$ cat src/rtl/filter_output_arbiter_if.sv
// Handshake bundle between the per-filter pair buffers and the output arbiter.
// The master modport is the buffer/downstream side; the slave modport is the arbiter.
interface filter_output_arbiter_if #(
    parameter int NUM_FILTERS = 7,
    parameter int CREDITS     = 8
);
    localparam int CW = $clog2(CREDITS + 1);

    logic [NUM_FILTERS-1:0] i_filter_buffer_empty;
    logic                   i_credit_return;
    logic                   i_flush;
    logic [NUM_FILTERS-1:0] o_filter_buffer_rd_en;
    logic [NUM_FILTERS-1:0] o_filter_output_arb_result;
    logic [NUM_FILTERS-1:0] o_filter_buffer_readout_valid;
    logic [CW-1:0]          o_credit_count;
    logic                   o_idle;

    modport master (
        output i_filter_buffer_empty,
        output i_credit_return,
        output i_flush,
        input  o_filter_buffer_rd_en,
        input  o_filter_output_arb_result,
        input  o_filter_buffer_readout_valid,
        input  o_credit_count,
        input  o_idle
    );

    modport slave (
        input  i_filter_buffer_empty,
        input  i_credit_return,
        input  i_flush,
        output o_filter_buffer_rd_en,
        output o_filter_output_arb_result,
        output o_filter_buffer_readout_valid,
        output o_credit_count,
        output o_idle
    );
endinterface

$ cat src/rtl/filter_output_arbiter.sv
// Credit-throttled round-robin arbiter draining the filter pair buffers into pair-select.
// Read enable is combinational; the grant is re-presented one cycle later aligned with buffer data.
module filter_output_arbiter #(
    parameter int NUM_FILTERS = 7,
    parameter int CREDITS     = 8
) (
    input  logic                   clk,
    input  logic                   rst_n,
    filter_output_arbiter_if.slave bus
);
    localparam int PW = (NUM_FILTERS > 1) ? $clog2(NUM_FILTERS) : 1;
    localparam int CW = $clog2(CREDITS + 1);

    localparam logic [PW:0]   NF_EXT   = (PW + 1)'(NUM_FILTERS);
    localparam logic [PW-1:0] PTR_LAST = PW'(NUM_FILTERS - 1);
    localparam logic [PW-1:0] PTR_ONE  = PW'(1);
    localparam logic [CW-1:0] CRED_MAX = CW'(CREDITS);
    localparam logic [CW-1:0] CRED_ONE = CW'(1);

    logic [PW-1:0]          ptr_q, ptr_d;
    logic [CW-1:0]          credits_q, credits_d;
    logic [NUM_FILTERS-1:0] result_q;
    logic                   idle_q, idle_d;

    logic [NUM_FILTERS-1:0] req;
    logic                   issue_ok;
    logic                   found;
    logic [PW-1:0]          gidx;
    logic [PW:0]            probe;
    logic [NUM_FILTERS-1:0] rd_en;

    assign req      = ~bus.i_filter_buffer_empty;
    assign issue_ok = (credits_q != '0) && !bus.i_flush && rst_n;

    // First requester at or after ptr_q, wrapping past the last filter.
    always_comb begin
        found = 1'b0;
        gidx  = '0;
        probe = '0;
        for (int i = 0; i < NUM_FILTERS; i++) begin
            probe = {1'b0, ptr_q} + (PW + 1)'(i);
            if (probe >= NF_EXT) begin
                probe = probe - NF_EXT;
            end
            if (!found && issue_ok && req[probe[PW-1:0]]) begin
                found = 1'b1;
                gidx  = probe[PW-1:0];
            end
        end
    end

    always_comb begin
        rd_en = '0;
        ptr_d = ptr_q;
        if (found) begin
            rd_en[gidx] = 1'b1;
            ptr_d       = (gidx == PTR_LAST) ? '0 : gidx + PTR_ONE;
        end
    end

    // A grant and a return in the same cycle cancel; returns beyond full are dropped.
    always_comb begin
        credits_d = credits_q;
        case ({found, bus.i_credit_return})
            2'b10:   credits_d = credits_q - CRED_ONE;
            2'b01:   credits_d = (credits_q == CRED_MAX) ? credits_q : credits_q + CRED_ONE;
            default: credits_d = credits_q;
        endcase
    end

    assign idle_d = (&bus.i_filter_buffer_empty) && (result_q == '0) && (credits_q == CRED_MAX);

    always_ff @(posedge clk or negedge rst_n) begin
        if (!rst_n) begin
            ptr_q     <= '0;
            credits_q <= CRED_MAX;
            result_q  <= '0;
            idle_q    <= 1'b0;
        end else begin
            ptr_q     <= ptr_d;
            credits_q <= credits_d;
            result_q  <= rd_en;
            idle_q    <= idle_d;
        end
    end

    assign bus.o_filter_buffer_rd_en         = rd_en;
    assign bus.o_filter_output_arb_result    = result_q;
    assign bus.o_filter_buffer_readout_valid = result_q;
    assign bus.o_credit_count                = credits_q;
    assign bus.o_idle                        = idle_q;
endmodule

$ cat src/flat_wrapper.sv
// flat-port wrapper written by rule: the top's interface ports become plain ports
module filter_output_arbiter_flat 
#(
    parameter int NUM_FILTERS = 7,
    parameter int CREDITS     = 8
)
  (clk, rst_n, bus_i_filter_buffer_empty, bus_i_credit_return, bus_i_flush, bus_o_filter_buffer_rd_en, bus_o_filter_output_arb_result, bus_o_filter_buffer_readout_valid, bus_o_credit_count, bus_o_idle);
  filter_output_arbiter_if #(.NUM_FILTERS(NUM_FILTERS), .CREDITS(CREDITS)) bus_i ();
  input  logic clk;
  input  logic rst_n;
  input wire logic [$bits(bus_i.i_filter_buffer_empty)-1:0] bus_i_filter_buffer_empty;
  input wire logic [$bits(bus_i.i_credit_return)-1:0] bus_i_credit_return;
  input wire logic [$bits(bus_i.i_flush)-1:0] bus_i_flush;
  output wire logic [$bits(bus_i.o_filter_buffer_rd_en)-1:0] bus_o_filter_buffer_rd_en;
  output wire logic [$bits(bus_i.o_filter_output_arb_result)-1:0] bus_o_filter_output_arb_result;
  output wire logic [$bits(bus_i.o_filter_buffer_readout_valid)-1:0] bus_o_filter_buffer_readout_valid;
  output wire logic [$bits(bus_i.o_credit_count)-1:0] bus_o_credit_count;
  output wire logic [$bits(bus_i.o_idle)-1:0] bus_o_idle;
  assign bus_i.i_filter_buffer_empty = bus_i_filter_buffer_empty;
  assign bus_i.i_credit_return = bus_i_credit_return;
  assign bus_i.i_flush = bus_i_flush;
  assign bus_o_filter_buffer_rd_en = bus_i.o_filter_buffer_rd_en;
  assign bus_o_filter_output_arb_result = bus_i.o_filter_output_arb_result;
  assign bus_o_filter_buffer_readout_valid = bus_i.o_filter_buffer_readout_valid;
  assign bus_o_credit_count = bus_i.o_credit_count;
  assign bus_o_idle = bus_i.o_idle;
  filter_output_arbiter #(.NUM_FILTERS(NUM_FILTERS), .CREDITS(CREDITS)) u_core (.clk(clk), .rst_n(rst_n), .bus(bus_i));
endmodule
$ cat config.mk
export PLATFORM = sky130hd
export DESIGN_NAME = filter_output_arbiter_flat
export DESIGN_NICKNAME = d
export VERILOG_FILES = /design/src/rtl/filter_output_arbiter_if.sv /design/src/rtl/filter_output_arbiter.sv /design/src/flat_wrapper.sv
export SDC_FILE = /design/constraint.sdc
export NUM_CORES = 1
export LEC_CHECK = 0
export ABC_AREA = 1
export CAP_MARGIN = 20
export CORE_MARGIN = 4
export CORE_UTILIZATION = 65
export DETAILED_ROUTE_END_ITERATION = 7
export DONT_BUFFER_PORTS = 1
export PLACE_DENSITY = 0.81
export SLEW_MARGIN = 10
export SYNTH_ARGS = -nofsm -noshare
export SYNTH_HDL_FRONTEND = slang
export SYNTH_SLANG_ARGS = --single-unit
$ cat constraint.sdc
create_clock -name clk -period 5.21 [get_ports clk]
set_input_delay 0 -clock clk [delete_from_list [all_inputs] [get_ports clk]]
set_output_delay 0 -clock clk [all_outputs]
set_load 0.1 [all_outputs]
Yosys cells after proc, flatten, opt, wreduce, memory -nomap -nowiden
Index checks and enable logic that the tools add are counted.
- add/subtract/negate cells: 16
- multipliers: 0
- eq/ne operators: 5
- multiplexer cells: 41
- bitwise logic cells: 1
- reduce and logical (&&, ||, !) cells: 30
- div/mod/pow operators: 0
- magnitude comparators: 16
- shifts and indexed selects: 0
- operators with widths (kind ; count):
    $mux 3 ; 15
    $lt 3x4->1 const B ; 8
    $ge 4x3->1 const B ; 6
    $bmux 1 s3 ; 7
    $sub 3x3->3 const B ; 7
    $logic_and 1x1->1 ; 18
    $mux 1 ; 15
    $add 3x3->4 const B ; 3
    $add 3x2->4 const B ; 2
    $pmux 4 s2 ; 1
    $logic_not 1->1 ; 7
    $logic_not 7->1 ; 1
    $mux 7 ; 1
    $not 7->7 ; 1
    $reduce_and 7->1 ; 1
    $add 3x1->4 const B ; 1
    $add 4x1->4 const B ; 1
    $eq 4x4->1 const B ; 1
    $mux 4 ; 1
    $reduce_bool 4->1 ; 1
    $sub 4x1->4 const B ; 1
    $add 3x1->3 const B ; 1
    $demux 1 s3 ; 1
    $eq 3x3->1 const B ; 1
    7 further kinds ; 7
- bits in writable memories: 0
- flip-flop bits (word level): 15
- memory bits (read-only): 0
- input port bits: 11
- output and inout bits: 26
- memories kept: 0
- latch bits: 0

Depth between registers and ports, before layout
- depth after elaboration: 35
- mapped depth: 25

Least setup slack after synthesis
OpenSTA, ideal clock, no wires.
- path kind: register to register
- start point: register u_core.ptr_q[1]
- end point: register u_core.result_q[4] (netlist: u_core.bus.o_filter_buffer_readout_valid[4])
- buffers on the path: 1
- library setup time: 0.265 ns
- path slack: 0.708 ns
- arrival: 4.237 ns
- cell stages (with the launch flop): 18
- clock period less this slack: 4.502 ns
- required time: 4.945 ns
- path through: dfrtp_1 > inv_1 > ha_1 > inv_1 > fa_1 > clkbuf_1 > o21ai_0 > inv_1 > o211ai_1 > nand2_1 > nand3_1 > nand3_4 > nor2_4 > nand4_2 > nor2_1 > o21bai_2 > nand2_1 > nor2_1
- word-level cells in the longest chain between the ends: 35
- elaborated cells on any way between the ends: 80
- those cells by class: add/sub (13); order compare (9); mux (38); reduce/logical (20)
- RTL lines (what ; RTL line ; RTL):
    from (decl) ; filter_output_arbiter.sv:20 ; logic [PW-1:0] ptr_q, ptr_d;
    from (signal assigned) ; filter_output_arbiter.sv:80 ; ptr_q <= ptr_d;
    branches (longest 34 deep; another with $add 3x1->4) ; -- ;
    $mux 7 (*) ; filter_output_arbiter.sv:55 ; if (found) begin
    net bus_o_filter_buffer_rd_en[4] ; flat_wrapper.sv:14 ; output wire logic [$bits(bus_i.o_filter_buffer_rd_en)-1:0] bus_o_filter_buffer_rd_en;
    to (signal assigned) ; filter_output_arbiter.sv:82 ; result_q <= rd_en;
    to (decl) ; filter_output_arbiter.sv:22 ; logic [NUM_FILTERS-1:0] result_q;
Mark *: on every way through the listed nets, which the timed path passes. The select of a mux whose other input is x is not followed.
A chain may end at the register's enable or synchronous reset.

Final worst setup path
- start point: register u_core.ptr_q[0]
- end point: register u_core.credits_q[3] (netlist: u_core.bus.o_credit_count[3])
- word-level cells in the longest chain between the ends: 33
- elaborated cells on any way between the ends: 73
- those cells by class: add/sub (13); order compare (7); eq/ne (3); mux (29); reduce/logical (21)
- RTL lines (what ; RTL line ; RTL):
    branches (longest 29 deep; another with $add 3x1->4) ; -- ;
    $mux 1 (*) ; filter_output_arbiter.sv:45 ; if (!found && issue_ok && req[probe[PW-1:0]]) begin
    $eq 2x1->1 / $eq 2x2->1 (equally long branches) ; filter_output_arbiter.sv:64 ; case ({found, bus.i_credit_return})
    $ne 2x2->1 (no line) / $reduce_bool 2->1 (equally long branches) ; -- ;
    $reduce_and 2->1 (no line) ; -- ;
    to (signal assigned) ; filter_output_arbiter.sv:81 ; credits_q <= credits_d;
    to (decl) ; filter_output_arbiter.sv:21 ; logic [CW-1:0] credits_q, credits_d;
Every way passes the cells marked *. The select of a mux whose other input is x is not followed.

==> key figures <==
Logic synthesis
  – Seq cells post-synth: 15
  – Netlist cell types: 34
  – Post-Synthesis Net Count: 393
  – Post-synth EDFFs: 0
  – Syn Area/Cell: 5.96 um^2
  – Count of warnings emitted by yosys: 0
  – Synth top area share: 0.193
  – Ys flop type: dfrtp_1
  – Synth cell count leaders: nand2_1 (112), nand3_1 (68), inv_1 (48), nor2_1 (27)
  – Area of the mapped netlist: 2180 um^2
  – Most frequent cell after synthesis: nand2_1
  – FFs w/ async S/R, synth: 1.00
  – Ranking of synthesized cells by area: nand2_1 (19%), dfrtp_1 (16%), nand3_1 (16%), inv_1 (8.3%), ha_1 (8.0%)
  – Top cell type by total area after synthesis: nand2_1
  – Post-synthesis sequential area ratio: 0.173
  – Post-Syn Instances: 366

Floorplan
  – Die Span X: 65.9 um
  – Num ports: 37
  – Die Ht: 65.9 um
  – Die area: 4350 um^2
  – Core Area: 3130 um^2
  – Row Count: 20
  – Starting Density: 0.697

Worst setup path
  – Worst path cell trace: ha_1 > inv_1 > fa_1 > o21ai_0 > inv_1 > o211ai_1 > nand2_1 > nand3_1 > nand3_4 > nor3_2 > nand3b_2 > nor2_2 > inv_1 > ha_1 > nand2_1 > nand2_1 > a31oi_1 > nand3b_1 > nand3_1 > nand2_1
  – Reg2reg start: u_core.ptr_q[0]
  – Startpoint types: flip-flop
  – Crit path capture type: flip-flop
  – Critical-path top delay cell: dfrtp_1
  – Most used cell, CP: nand2_1
  – CP arrival: 4.51 ns
  – Worst EP required: 5.44 ns
  – CP peak stage delay: 0.71 ns
  – Reg2Reg Depth: 20
  – CP startpoint: u_core.ptr_q[0]
  – Critical path class: reg2reg
  – Crit path max fanout: 17
  – Worst r2r dst: u_core.bus.o_credit_count[3]
  – Reg2Reg Setup Slack: 0.94 ns

Detailed routing
  – Wirelength per Cell: 13.8 um
  – First-pass DRT Iterations: 6
  – Total Wirelength: 5.75 mm
  – Vias per cell: 5.77
  – ANT nets after route: 0
  – DR iter-0 viols: 225
  – Drc violations: 0
  – DR vias: 2410

Min path
  – HP Class: in2reg
  – Hold endpoint: u_core.bus.o_credit_count[3]
  – Worst min-delay path startpoint: bus_i_credit_return
  – Hold Path Cell Cnt: 5

Place
  – Routability cong.: 0.973
  – Post-DP HPWL: 4.64 mm
  – Post-DP Area: 2260 um^2
  – PortBufs: 0

Timing
  – Fmax: 234 MHz
  – Slew margin rel.: 0.361
  – Minimum clock period: 4.27 ns
  – Final hold violation count: 0
  – Clock skew: 0.00135 ns
  – RSZ-0062 raised after global routing: no
  – Post-route clock period utilization: 0.820
  – Transition time of the tightest slew-check pin: 0.959 ns
  – Hold Slack: 0.0112 ns
  – Final setup fails: 0
  – Post-route setup TNS: 0 ns
  – Final Slew Violations: 0

Finish
  – Antenna Diode Count: 0
  – Final net count: 402
  – Share of post-route cells with drive strength above 1: 0.131
  – Area Growth Syn to Fin: 6.71%
  – Fill count: 283
  – Post-route cell area: 2330 um^2

Clocking
  – Total number of H-tree levels: 1
  – CTS tree: done
  – CTS Buf Count: 3
  – Post-CTS Resized: 0
  – Clock Path Buffers: 2
  – Clock Latency Late Sink: 0.28 ns
  – Worst-path clk slew: 0.09 ns
  – Root buffer cell: clkbuf_4
  – Sink Count: 15

Global routing
  – Largest net degree at the start of global routing: 18
  – Global route overflow: 0
  – First-pass GRT wire length: 9.41 mm
  – Initial antenna violation count: 0
  – Aggregate global-route resource usage: 0.274
  – Vias in the first global route: 2090

Flow run
  – Max Cap Viol: 0

Run status
  – Outcome: finished clean
[flip-flops by register name, indices dropped and copies added (netlist names)]
register and flops:
u_core.ptr_q 3, u_core.bus.o_idle 1, u_core.bus.o_credit_count 4, u_core.bus.o_filter_buffer_readout_valid 7
[placed cells by master, fill, tap and decap left out, types with 4 or more instances in the layout]
master	count
nor2_2	7
buf_4	10
o21ai_1	5
nand2_1	112
nand3_1	68
o211ai_1	7
a21oi_1	6
o21ai_0	7
dfrtp_2	7
ha_1	14
dlygate4sd3_1	4
nand4_1	10
inv_1	48
nor2_1	22
dfrtp_1	7
nand2_2	9
[layout make-up]
cell class                 instances  area [um^2]  share of cell area
multi-input combinational        290         1550               0.667
sequential                        15          385               0.166
inverter                          51          191              0.0823
timing repair buffer              14          115              0.0495
tap                               44         55.1              0.0237
clock buffer                       3         22.5             0.00968
clock inverter                     1         5.00             0.00215
[cell families (layout without fill, tap and decap cells)]
group           Yosys count  count (layout)  synth area share
flops                    15              15             0.173
compound gates           31              31            0.0878
fa+ha+maj                16              16            0.0987
buf+inv                  61              69             0.121
xor+xnor                  3               3            0.0121
simple gates            240             240             0.508
[critical path, delay by kind of cell (launching register included)]
family | cells | cell delay, ns
AND/OR/NAND/NOR | 11 | 1.36
AO/OA/AOI/OAI | 3 | 0.73
flip-flops | 1 | 0.71
buffers and inverters | 3 | 0.27
adder cells (fa/ha/maj) | 3 | 1.15
[layer usage]
metal | routed length [um] | global-route usage
met1 | 2660 | 0.407
met2 | 2560 | 0.422
met3 | 498 | 0.0476
met4 | 40 | 0.0389
met5 | 0 | 0
[stage by stage]
stage	utilization	worst slack (ns)	instances
6_report	0.744	0.935	418
5_1_grt	0.744	0.504	418
4_1_cts	0.744	0.990	418
3_5_place_dp	0.722	1.01	410
3_3_place_gp	0.722	1.21	410
2_1_floorplan	-	0.708	366
[repair_timing]
action / 4_1_cts / 5_1_grt
setup endpoints to repair: 0 / 0
hold endpoints to repair: 16 / 0
hold buffers: 4 / 0
setup buffers: 0 / 0
[worst max-delay path by stage]
stage	endpoint	slack (ns)	depth (start not counted)
2_1_floorplan	u_core.bus.o_filter_buffer_readout_valid[4]	0.71	17
3_3_place_gp	u_core.bus.o_credit_count[3]	1.21	21
3_5_place_dp	u_core.bus.o_credit_count[3]	1.01	20
4_1_cts	u_core.bus.o_credit_count[3]	0.99	20
5_1_grt	u_core.bus.o_credit_count[3]	0.50	21
6_report	u_core.bus.o_credit_count[3]	0.94	20
Power is left out: the tool's default activity adds up to more than one toggle a clock period on the data nets, which glitch-free logic cannot reach.
